[src/rtl/serial_adder_pkg.sv]
// Shared types and constants for the bit-serial adder.
package serial_adder_pkg;

    typedef enum logic [1:0] {
        IDLE = 2'd0,
        RUN  = 2'd1,
        DONE = 2'd2
    } sa_state_t;

    localparam int unsigned SA_WIDTH_DEF = 8;

    function automatic int unsigned sa_cnt_w(input int unsigned width);
        return (width > 2) ? $clog2(width) : 1;
    endfunction

endpackage

[src/rtl/fa_cell.sv]
// Combinational 1-bit full adder.
module fa_cell (
    input  logic a,
    input  logic b,
    input  logic cin,
    output logic s,
    output logic co
);

    assign s  = a ^ b ^ cin;
    assign co = (a & b) | (cin & (a ^ b));

endmodule

[src/rtl/serial_adder.sv]
// Bit-serial adder: one full-adder cell, LSB first, WIDTH+1 cycles start to done.
// Optional macro SERIAL_ADDER_OVF_EN adds a registered two's-complement overflow output.
module serial_adder
    import serial_adder_pkg::*;
#(
    parameter int unsigned WIDTH = SA_WIDTH_DEF
) (
    input  logic             clk,
    input  logic             rst,
    input  logic             start,
    input  logic [WIDTH-1:0] a,
    input  logic [WIDTH-1:0] b,
    input  logic             cin,
    output logic             busy,
    output logic             done,
    output logic [WIDTH-1:0] sum,
    output logic             cout
`ifdef SERIAL_ADDER_OVF_EN
    ,
    output logic             ovf
`endif
);

    localparam int unsigned         CNT_W    = sa_cnt_w(WIDTH);
    localparam logic [CNT_W-1:0]    CNT_LAST = CNT_W'(WIDTH - 1);

    sa_state_t        r_state;
    sa_state_t        w_next;
    logic [WIDTH-1:0] r_a_sr;
    logic [WIDTH-1:0] r_b_sr;
    // Only acc[WIDTH-1:1] is ever observed, so bit 0 is not stored.
    logic [WIDTH-1:1] r_acc;
    logic [WIDTH-1:0] w_acc_next;
    logic [WIDTH-1:0] r_sum;
    logic             r_carry;
    logic             r_cout;
    logic [CNT_W-1:0] r_cnt;
    logic             w_s;
    logic             w_co;
    logic             w_last;
`ifdef SERIAL_ADDER_OVF_EN
    logic             r_ovf;
`endif

    fa_cell u_fa (
        .a   (r_a_sr[0]),
        .b   (r_b_sr[0]),
        .cin (r_carry),
        .s   (w_s),
        .co  (w_co)
    );

    assign w_last     = (r_cnt == CNT_LAST);
    assign w_acc_next = {w_s, r_acc};

    always_comb begin
        w_next = r_state;
        case (r_state)
            IDLE:    if (start) w_next = RUN;
            RUN:     if (w_last) w_next = DONE;
            DONE:    w_next = IDLE;
            default: w_next = IDLE;
        endcase
    end

    always_ff @(posedge clk) begin
        if (rst) r_state <= IDLE;
        else     r_state <= w_next;
    end

    always_ff @(posedge clk) begin
        if (rst) begin
            r_a_sr  <= '0;
            r_b_sr  <= '0;
            r_acc   <= '0;
            r_sum   <= '0;
            r_carry <= 1'b0;
            r_cout  <= 1'b0;
            r_cnt   <= '0;
`ifdef SERIAL_ADDER_OVF_EN
            r_ovf   <= 1'b0;
`endif
        end else begin
            case (r_state)
                IDLE: begin
                    if (start) begin
                        r_a_sr  <= a;
                        r_b_sr  <= b;
                        r_carry <= cin;
                        r_cnt   <= '0;
                    end
                end
                RUN: begin
                    r_a_sr  <= {1'b0, r_a_sr[WIDTH-1:1]};
                    r_b_sr  <= {1'b0, r_b_sr[WIDTH-1:1]};
                    r_acc   <= w_acc_next[WIDTH-1:1];
                    r_carry <= w_co;
                    if (w_last) begin
                        r_sum  <= w_acc_next;
                        r_cout <= w_co;
`ifdef SERIAL_ADDER_OVF_EN
                        r_ovf  <= r_carry ^ w_co;
`endif
                    end else begin
                        r_cnt <= r_cnt + CNT_W'(1);
                    end
                end
                default: ;
            endcase
        end
    end

    assign busy = (r_state != IDLE);
    assign done = (r_state == DONE);
    assign sum  = r_sum;
    assign cout = r_cout;
`ifdef SERIAL_ADDER_OVF_EN
    assign ovf  = r_ovf;
`endif

endmodule

[config.mk]
export PLATFORM = sky130hd
export DESIGN_NAME = serial_adder
export DESIGN_NICKNAME = d
export VERILOG_FILES = /design/src/rtl/serial_adder_pkg.sv /design/src/rtl/fa_cell.sv /design/src/rtl/serial_adder.sv
export SDC_FILE = /design/constraint.sdc
export NUM_CORES = 1
export LEC_CHECK = 0
export CAP_MARGIN = 20
export CORE_ASPECT_RATIO = 1.4
export CORE_UTILIZATION = 34
export DETAILED_ROUTE_END_ITERATION = 8
export GPL_TIMING_DRIVEN = 0
export SYNTH_ARGS = -nofsm -noshare
export SYNTH_HDL_FRONTEND = slang
export SYNTH_SLANG_ARGS = --single-unit
[constraint.sdc]
create_clock -name clk -period 2.9 [get_ports clk]
set_clock_uncertainty 0.1 [all_clocks]
set_input_delay 0.29 -clock clk [delete_from_list [all_inputs] [get_ports clk]]
set_output_delay 0.29 -clock clk [all_outputs]
set_load 0.03 [all_outputs]
==> impl_metrics.json <==
{
  "synth-seq-area-share_pct": 46.6,
  "cts_htree_levels": 2,
  "clk_pin_slew_ns": 0.08,
  "seq_power_share_pct": 44.7,
  "rsz0062_at_grt": "no",
  "yosys_warnings": 0,
  "maxSlewHeadroom_pct": 66.2,
  "routed_via_density": 4.72,
  "comb_power_share_pct": 12.5,
  "ys_types": 24,
  "period_needed_ns": 2.24,
  "io_pins": 31,
  "antenna_found_initial": 0,
  "start_util_pct": 35.7,
  "rows": 29,
  "crit_buf_inv": 4,
  "clkSinkCount": 38,
  "syn_area_mm2": 0.00163,
  "synth_edf_count": 0,
  "syn_nets": 197,
  "drtAntennaViolNets": 0,
  "crit_path_end_kind": "primary output",
  "gp_congestion": 0.727,
  "tightest_slew_ns": 0.507,
  "grt_max_degree": 14,
  "drtPass1Iterations": 4,
  "async_flop_share_pct": 0,
  "status": "complete, no violations",
  "n_antenna_cell": 0,
  "port_buffers": 30,
  "dp_slack_ns": 0.962,
  "syn_inst": 174,
  "finalSetupViolations": 0,
  "worstPathArrival_ns": 1.85,
  "slowest_stage": "clkdlybuf4s50_1",
  "cts_hold_buf": 0,
  "core_region_area_mm2": 0.00457,
  "grt_pass1_vias": 1271,
  "final_nets": 234,
  "dpl.hpwl_um": 2360,
  "grt.total_usage_pct": 14.4,
  "hp-class": "flip-flop to flip-flop",
  "finalCritPeriodShare_pct": 77.3,
  "peakVddDrop_v": 0.000311,
  "required_ns": 2.51,
  "path_max_fanout": 10,
  "clock_latency_ns": 0.29,
  "p_int_mw": 0.970,
  "first_iter_violations": 51,
  "finalSetupTns_ns": 0,
  "swShare_pct": 22.8,
  "synth-seq-cells": 38,
  "die_area_mm2": 0.00509,
  "critical-path-max-stage-delay_ns": 0.66,
  "setup_ws_ns": 0.657,
  "cts_tree": "yes",
  "crit_chain": "buf_4 -> buf_2 -> nor2_1 -> inv_1 -> clkdlybuf4s50_1",
  "drt-total-wl_um": 3250,
  "area_growth_pct": 31.6,
  "finalHoldViolCount": 0,
  "cts_resized": 0,
  "die_w_um": 60.6,
  "cts_root_buf": "clkbuf_8",
  "power.density_mw_per_mm2": 585,
  "synth_top_cell_area_share_pct": 46.6,
  "pwr-share-clk_pct": 42.8,
  "worst_setup_path_start_kind": "flip-flop",
  "drive_gt1_share_pct": 15.1,
  "die_y_um": 84.0,
  "cts_buffers": 5,
  "fmax_mhz": 446,
  "netSwitchingPower_mw": 0.287,
  "whs_ns": 0.356,
  "synth_commonest_cells": "dfxtp_1, nand2_1, nor2_1, a21oi_1, mux2i_1",
  "post-cts-setup-buffer-count": 0,
  "syn_area_per_cell_um2": 9.38,
  "final_util_pct": 47.0,
  "wl_per_cell_um": 11.9,
  "grt_pass1_wl_um": 5590,
  "via_count": 1292,
  "setup.worst_path.class": "flip-flop to primary output",
  "clockBufferDepth": 2,
  "drc": 0,
  "drv_cap": 0,
  "finalMaxSlewViolations": 0,
  "synth_most_common_cell": "dfxtp_1",
  "yosysTopAreaCell": "dfxtp_1",
  "grt_overflow": 0,
  "leakage_nw": 0.786,
  "synth_area_leaders": "dfxtp_1, mux2i_1, a211oi_2",
  "critical-path-top-delay-family": "buffers and inverters",
  "synth_ff_type": "dfxtp_1"
}
flip-flops by register name, summed over array words and instances, names as in the netlist:
| signal | count |
|---|---|
| r_state | 2 |
| r_carry | 1 |
| r_b_sr | 8 |
| r_cnt | 3 |
| r_a_sr | 8 |
| sum | 8 |
| cout | 1 |
| r_acc | 7 |
layout by cell type (no fill, tap or decap), types with 3 or more instances in the layout:
master	instances
a21oi_1	17
buf_2	6
a211oi_1	5
clkdlybuf4s50_1	30
nor2_1	19
mux2i_1	15
nor2b_1	3
dfxtp_1	38
nand2b_1	5
nand3_1	9
clkbuf_8	5
a211oi_2	10
buf_4	4
nand2_1	26
final timing paths:
kind         startpoint      to  slack [ns]  depth (start not counted)
max          r_state[0]    busy        0.66                          5
min reg2reg      sum[3]  sum[3]        0.36                          2
min              sum[3]  sum[3]        0.36                          2
max reg2reg    r_cnt[0]  sum[4]        1.29                          6
kinds of logic after synthesis:
group                    after synthesis  synth area share, %
multiplexers                          15                 9.20
AO/OA/AOI/OAI                         39                 18.4
buffers and inverters                 15                 5.29
AND/OR/NAND/NOR                       64                 17.8
adder cells (fa/ha/maj)                3                 2.76
flip-flops                            38                 46.6
worst reg2reg max path: cells and delay by family (launching register included):
| family | cells | cell delay [ns] |
|---|---|---|
| AO/OA/AOI/OAI | 1 | 0.07 |
| adder cells (fa/ha/maj) | 2 | 0.35 |
| AND/OR/NAND/NOR | 2 | 0.39 |
| buffers and inverters | 1 | 0.25 |
| flip-flops | 1 | 0.34 |
power by group through the flow:
stage                     Sequential, mW  Clock, mW  Combinational, mW
after global placement             0.574          0              0.158
after CTS                          0.562      0.552              0.160
after detailed placement           0.574          0              0.160
final                              0.562      0.539              0.157
after global routing               0.565      0.579              0.174
after floorplan                    0.571          0              0.109
per-layer routing:
layer / GRT usage [%] / share of wire (%) / vias up
met2: 23.6 / 49 / 27
li1: - / - / 673
met3: 3.72 / 3.6 / 4
met4: 4.34 / 1.1 / 0
met1: 18.0 / 46 / 588
met5: 0 / 0 / -
stage by stage:
step           instance area [um2]  total power, mW  cells
6_report                      2150             1.26    274
2_1_floorplan                 1630            0.680    174
3_5_place_dp                  2010            0.734    266
4_1_cts                       2150             1.27    274
5_1_grt                       2150             1.32    274
3_3_place_gp                  2010            0.731    266
cell type report:
| type | instances | area, um2 |
|---|---|---|
| buffer | 13 | 78.8 |
| clock buffer | 5 | 68.8 |
| clock inverter | 3 | 68.8 |
| fill | 474 | 2420 |
| inverter | 2 | 7.51 |
| multi-input combinational | 121 | 786 |
| sequential | 38 | 761 |
| tap | 62 | 77.6 |
| timing repair buffer | 30 | 300 |
Power figures use the tool's default switching activity.
